File: src/rtl/branch_redirect_ctrl.sv
// Execute-stage branch/jump sequencer: computes the taken target, issues a
// one-cycle redirect to fetch, holds the front-end flush window, flags
// misaligned targets and keeps saturating branch/taken counters.
module branch_redirect_ctrl #(
    parameter int unsigned XLEN      = 32,
    parameter int unsigned FLUSH_CYC = 2,
    parameter int unsigned CNT_W     = 16
) (
    input  logic             clk,
    input  logic             rst_n,
    input  logic             valid_de,
    output logic             ready_de,
    input  logic [1:0]       br_type_de,
    input  logic [XLEN-1:0]  pc_de,
    input  logic [XLEN-1:0]  imm_de,
    input  logic [XLEN-1:0]  rs1data_de,
    input  logic             comp_out,
    input  logic             stall_ex,
    input  logic             cnt_clr,
    output logic             redirect_valid,
    output logic [XLEN-1:0]  redirect_pc,
    output logic             flush_fe,
    output logic             misalign_exc,
    output logic [CNT_W-1:0] branch_cnt,
    output logic [CNT_W-1:0] taken_cnt
);

    typedef enum logic [1:0] {StIdle, StRedir, StFlush} state_e;

    // Cycles spent in StFlush after the redirect cycle.
    localparam logic [3:0] FlushLoad = 4'(FLUSH_CYC - 1);

    state_e           state_q, state_d;
    logic [3:0]       flush_cnt_q, flush_cnt_d;
    logic [XLEN-1:0]  redirect_pc_q, redirect_pc_d;
    logic             misalign_q, misalign_d;
    logic [CNT_W-1:0] branch_cnt_q, branch_cnt_d;
    logic [CNT_W-1:0] taken_cnt_q, taken_cnt_d;

    logic             is_jalr;
    logic [XLEN-1:0]  tgt_base;
    logic [XLEN-1:0]  tgt_sum;
    logic [XLEN-1:0]  tgt;
    logic             taken;
    logic             accept;

    // Target and taken decode for the offered instruction.
    always_comb begin
        is_jalr  = (br_type_de == 2'b11);
        tgt_base = is_jalr ? rs1data_de : pc_de;
        tgt_sum  = tgt_base + imm_de;
        tgt      = is_jalr ? {tgt_sum[XLEN-1:1], 1'b0} : tgt_sum;
        taken    = (br_type_de == 2'b01) ? comp_out : 1'b1;
        accept   = valid_de && ready_de && !stall_ex && (br_type_de != 2'b00);
    end

    // Next-state logic for the FSM, target register, exception and counters.
    always_comb begin
        state_d       = state_q;
        flush_cnt_d   = flush_cnt_q;
        redirect_pc_d = redirect_pc_q;
        misalign_d    = 1'b0;
        branch_cnt_d  = branch_cnt_q;
        taken_cnt_d   = taken_cnt_q;

        unique case (state_q)
            StIdle: begin
                if (accept && taken) begin
                    if (tgt[1]) begin
                        misalign_d = 1'b1;
                    end else begin
                        state_d       = StRedir;
                        redirect_pc_d = tgt;
                    end
                end
            end
            StRedir: begin
                if (FLUSH_CYC > 1) begin
                    state_d     = StFlush;
                    flush_cnt_d = FlushLoad;
                end else begin
                    state_d = StIdle;
                end
            end
            StFlush: begin
                if (flush_cnt_q <= 4'd1) begin
                    state_d = StIdle;
                end else begin
                    flush_cnt_d = flush_cnt_q - 4'd1;
                end
            end
            default: state_d = StIdle;
        endcase

        // Clear wins over a same-cycle increment; both saturate at all-ones.
        if (cnt_clr) begin
            branch_cnt_d = '0;
            taken_cnt_d  = '0;
        end else begin
            if (accept && (branch_cnt_q != '1)) begin
                branch_cnt_d = branch_cnt_q + CNT_W'(1);
            end
            if ((state_q == StRedir) && (taken_cnt_q != '1)) begin
                taken_cnt_d = taken_cnt_q + CNT_W'(1);
            end
        end
    end

    // State and datapath registers.
    always_ff @(posedge clk or negedge rst_n) begin
        if (!rst_n) begin
            state_q       <= StIdle;
            flush_cnt_q   <= 4'd0;
            redirect_pc_q <= '0;
            misalign_q    <= 1'b0;
            branch_cnt_q  <= '0;
            taken_cnt_q   <= '0;
        end else begin
            state_q       <= state_d;
            flush_cnt_q   <= flush_cnt_d;
            redirect_pc_q <= redirect_pc_d;
            misalign_q    <= misalign_d;
            branch_cnt_q  <= branch_cnt_d;
            taken_cnt_q   <= taken_cnt_d;
        end
    end

    // Outputs decoded from state; ready is held low while reset is asserted.
    always_comb begin
        ready_de       = rst_n && (state_q == StIdle);
        redirect_valid = (state_q == StRedir);
        flush_fe       = (state_q != StIdle);
        redirect_pc    = redirect_pc_q;
        misalign_exc   = misalign_q;
        branch_cnt     = branch_cnt_q;
        taken_cnt      = taken_cnt_q;
    end

endmodule

File: config.mk
export PLATFORM = sky130hd
export DESIGN_NAME = branch_redirect_ctrl
export DESIGN_NICKNAME = d
export VERILOG_FILES = /design/src/rtl/branch_redirect_ctrl.sv
export SDC_FILE = /design/constraint.sdc
export NUM_CORES = 1
export LEC_CHECK = 0
export CELL_PAD_IN_SITES_DETAIL_PLACEMENT = 0
export CELL_PAD_IN_SITES_GLOBAL_PLACEMENT = 1
export CORE_MARGIN = 1
export CORE_UTILIZATION = 35
export CTS_CLUSTER_SIZE = 10
export DETAILED_ROUTE_END_ITERATION = 16
export PLACE_DENSITY_LB_ADDON = 0.1
export SYNTH_ARGS = -nofsm -noshare
export SYNTH_HDL_FRONTEND = slang
export SYNTH_SLANG_ARGS = --single-unit
File: constraint.sdc
create_clock -name clk -period 2.7 [get_ports clk]
set_input_delay 0.54 -clock clk [delete_from_list [all_inputs] [get_ports clk]]
set_output_delay 0.54 -clock clk [all_outputs]
set_load 0.005 [all_outputs]
After elaboration in Yosys (flattened, before gate mapping)
Index checks and enable logic that the tools add are counted.
{ "totals": {"reg_bits": 70, "in_bits": 104, "output_inout_bits": 68, "word_cells": 55} }
{ "op_classes": {"addsub": 4, "order_cmp": 1, "n_eq_ne": 10, "mux": 16, "n_bitwise": 1, "reduce_logical": 17} }
{ "ops": {"columns": ["cell", "n"], "rows": [
  ["$mux 16", 4],
  ["$add 16x1->16 const B", 2],
  ["$add 32x32->32", 1],
  ["$mux 32", 1],
  ["$ne 16x16->1 const B", 2],
  ["$reduce_bool 2->1", 5],
  ["$ne 2x2->1 const B", 4],
  ["$pmux 4 s2", 1],
  ["$logic_and 1x1->1", 7],
  ["$mux 2", 3],
  ["$pmux 2 s3", 1],
  ["$reduce_and 3->1", 2],
  ["$mux 1", 5],
  ["$eq 2x1->1 const B", 2],
  ["$eq 2x2->1 const B", 2],
  ["$le 4x1->1 const B", 1],
  ["$mux 4", 1],
  ["$sub 4x1->4 const B", 1],
  ["$logic_not 2->1", 1],
  ["$reduce_and 2->1", 1],
  ["$logic_not 1->1", 1],
  ["$not 1->1", 1]
]} }

Logic depth before layout (Yosys ltp)
{ "logic_depth": {"ltp_word": 8, "mapped_depth": 12, "depth_no_buf": 11} }

Least setup slack after synthesis
OpenSTA, ideal clock, no wires.
{ "synth_timing": {"path_type": "input -> register", "start": "in br_type_de[1]", "end": "reg redirect_pc_q[30], in the netlist redirect_pc[30]", "setup_time_ps": 131, "arrival_time_ps": 3436, "required_ps": 2569, "setup_slack_ps": -867, "stages": 12, "path_buffers": 1, "path_cell_list": "nand2_1 clkbuf_1 mux2_2 ha_1 fa_1 a21o_1 a221o_2 o21ai_4 nor4_4 o211ai_2 nor3_1 or3_1"} }
{ "synth_between": {"elab_chain_cells": 5, "elab_cells_between_ends": 10, "classes_between": "1 x add/sub; 2 x eq/ne; 2 x mux; 1 x bitwise; 4 x reduce/logical"} }
{ "synth_rtl": {"columns": ["item", "line_no", "source"], "rows": [
  ["start, declared", "13", "input logic [1:0] br_type_de,"],
  ["$eq 2x2->1", "49", "is_jalr = (br_type_de == 2'b11);"],
  ["$mux 32", "50", "tgt_base = is_jalr ? rs1data_de : pc_de;"],
  ["$add 32x32->32", "51", "tgt_sum = tgt_base + imm_de;"],
  ["$not 1->1 (no line)", null, null],
  ["$reduce_and 3->1 (no line)", null, null],
  ["end signal, assigned", "121", "redirect_pc_q <= redirect_pc_d;"],
  ["end, declared", "35", "logic [XLEN-1:0] redirect_pc_q, redirect_pc_d;"]
]} }
Parallel ways exist; a longest one is shown, timed or not.
A chain may end at the register's enable or synchronous reset.

Worst setup path after layout
{ "layout_timing": {"start": "in br_type_de[1]", "end": "reg redirect_pc_q[18], in the netlist redirect_pc[18]"} }
The elaborated chain is that of the path after synthesis.

==> reports/results.txt <==
layout cells sized above 1: 0.309
CP Class: in2reg
grt ovf: 0
core box area: 0.0146 mm2
Peak VDD IR: 380 uV
CTS max path bufs: 2
fin. max-slew vios: 0
top cells by area, synth: dfrtp_1 (33%), ha_1 (9.1%), mux2_2 (6.9%), xnor2_1 (5.0%), nand2_1 (4.7%)
total of max-cap violations: 0
predominant post-synthesis flop cell: dfrtp_1
CTS tree: done
worst rel slew slack: 0.378
clk root buf: clkbuf_16
number of global-route vias before repair: 5474
Final Cycle Share: 1.07
Worst Tran Pin Value: 933 ps
hold buffer count at cts: 0
post-synthesis sequential area ratio: 0.334
Ports: 172
Cells after Synth: 575
top cells by count, synth: dfrtp_1 (70), nand2_1 (66), nor2_1 (50)
# diodes: 0
PwrDens: 538 mW/mm2
clock slew at reported path FFs: 60 ps
Total Nets Final: 1011
synthesized area: 0.00524 mm2
Avg Vias per Cell: 5.09
clock group share of total power: 0.247
Avg Cell Area, Syn: 9.11 um2
fmax: 347 MHz
overall global routing resource usage: 0.211
Starting Density: 0.359
fin crit period: 2880 ps
final hold violation count: 0
worst-path maximum fanout: 5
number of placed instances, taps included: 1018
Post-synth EDFFs: 0
clk sinks: 70
Sequential cell area: 0.00175 mm2
initial antenna violation count: 0
die extent in x: 124 um
Pre-antenna DRT Iters: 5
area delta synth->final: 71.2%
CP endpoint kind: register
Startpoint Class: primary input
setup violators final: 17
total CTS buffers: 9
Critical R2R Launch: taken_cnt[0]$_DFFE_PN0P_
antenna-violating nets left: 0
largest net degree at the start of global routing: 71
post-route DRC violation count: 0
Yosys cell types: 72
final cell count without fillers: 1057
async set-reset flop share out of synthesis: 1.00
failing checks: setup timing
# rows: 44
unrepaired setup endpoints after global routing: yes
worst-case clock skew: 9.33 ps
M1 WL: 7260 um
CP Data Required Time: 2910 ps
first-pass GRT wire length: 26600 um
Synth Warn #: 0
multi-input logic area: 0.00386 mm2
met3 wire len: 558 um
slack of the critical path: -179 ps
Worst-Skew Late Latency: 330 ps
CP arrival: 3090 ps
Post-Syn Nets: 718
CTS H-tree depth: 3
switching portion of total power: 0.322
top sig layer: met4
count of buffers from port buffering: 170
Vias: 5383
WL/cell: 15.5 um
worst reg2reg setup slack: 360 ps
WL final: 16400 um
Sw Pwr: 1550 uW
FF+latch count, synth: 70
outcome: complete, but fails checks
DP HPWL: 12500 um
Filler cells: 1236
Synth top area share: 0.334
met2 WL: 8380 um
internal power: 3280 uW
sequential power share: 0.310
most frequent cell after synthesis: dfrtp_1
Synth area leader: dfrtp_1
Starting DRT DRC Count: 387
post-layout total power: 4830 uW
Die ar.: 0.0155 mm2
Tightest Hold Check Type: in2async
Pleak: 0.00386 uW
Die H: 124 um
Final GP Congestion: 0.868
Critical path origin: br_type_de[1]
Logic pwr share: 0.443
==> sequential cells by signal (all words and copies together) (netlist names) <==
| name | cells |
|---|---|
| redirect_pc | 31 |
| branch_cnt | 16 |
| taken_cnt | 16 |
| flush_cnt_q | 4 |
| state_q | 2 |
| misalign_exc | 1 |
==> kinds of logic after synthesis <==
kind of cell | after synthesis | share of synthesized area
compound gates | 149 | 0.198
xor+xnor | 49 | 0.0819
fa+ha+maj | 39 | 0.0946
buf+inv | 35 | 0.0306
flops | 70 | 0.334
mux | 36 | 0.0764
other cells | 1 | 0.000716
simple gates | 196 | 0.183
==> power groups by stage <==
stage	clock network (uW)	registers, uW	logic, uW
after floorplan	0	1470	809
after global placement	0	1500	1880
after detailed placement	0	1510	1910
after CTS	1220	1500	2040
after global routing	1270	1530	2330
final	1190	1500	2140
==> final timing paths <==
path,end,cells after the start
setup reg to reg,taken_cnt[11]$_DFFE_PN0P_,6
setup / recovery,redirect_pc[18]$_DFFE_PN0P_,14
min in group clk,redirect_pc[11]$_DFFE_PN0P_,2
hold / removal,branch_cnt[12]$_DFFE_PN0P_,2
max in group asynchronous,taken_cnt[8]$_DFFE_PN0P_,2
hold reg to reg,redirect_pc[11]$_DFFE_PN0P_,2
==> per-stage QoR <==
step	util	setup TNS, ps	worst slack (ps)	instance area, um2	hold slack [ps]
floorplan	-	-3860	-409	5310	244
global placement	0.545	-22930	-1010	7960	458
detailed placement	0.545	-24620	-1070	7960	468
CTS	0.593	-919	-179	8650	481
global route	0.615	-2880	-234	8970	522
finish	0.615	-1420	-179	8970	436
==> final cells by class <==
cell class	instances	share of cell area
clock buffer	10	0.0255
sequential	70	0.195
timing repair buffer	301	0.309
inverter	16	0.00669
clock inverter	6	0.00795
tap	184	0.0257
multi-input combinational	470	0.430
==> placed cells by master (no fill, tap or decap), drive strengths merged, types with 10 or more instances in the layout <==
cell type | Yosys | final
a21o | 15 | 15
a21oi | 40 | 40
and3 | 10 | 10
buf | 7 | 132
clkbuf | 12 | 12
clkdlybuf4s50 | 0 | 157
dfrtp | 70 | 70
ha | 38 | 38
inv | 16 | 17
mux2 | 32 | 32
nand2 | 68 | 68
nand3 | 18 | 18
nor2 | 50 | 50
nor3 | 13 | 13
o21ai | 45 | 45
xnor2 | 30 | 30
xor2 | 19 | 19
==> critical path, cell delays in order <==
cell	delay (ps)
buf_8	110
nand2_8	100
clkbuf_16	150
mux2_2	360
ha_4	280
and3_1	150
a221o_2	190
o21ai_4	80
buf_4	150
buf_6	110
or4_4	540
o311ai_4	80
xnor2_1	160
o21ai_1	90
==> layer usage <==
| metal | GRT usage | up-vias |
|---|---|---|
| met5 | 0 | - |
| met1 | 0.260 | 2556 |
| met3 | 0.0258 | 20 |
| met4 | 0.0652 | 0 |
| met2 | 0.380 | 145 |
| li1 | - | 2662 |
==> timing repair <==
item | CTS | global route
setup buffers | 12 | 9
resized for setup | 72 | 47
gates cloned | 0 | 2
pin swaps | 40 | 38
endpoints found under the setup margin | 27 | 21
Power figures use the tool's default switching activity.
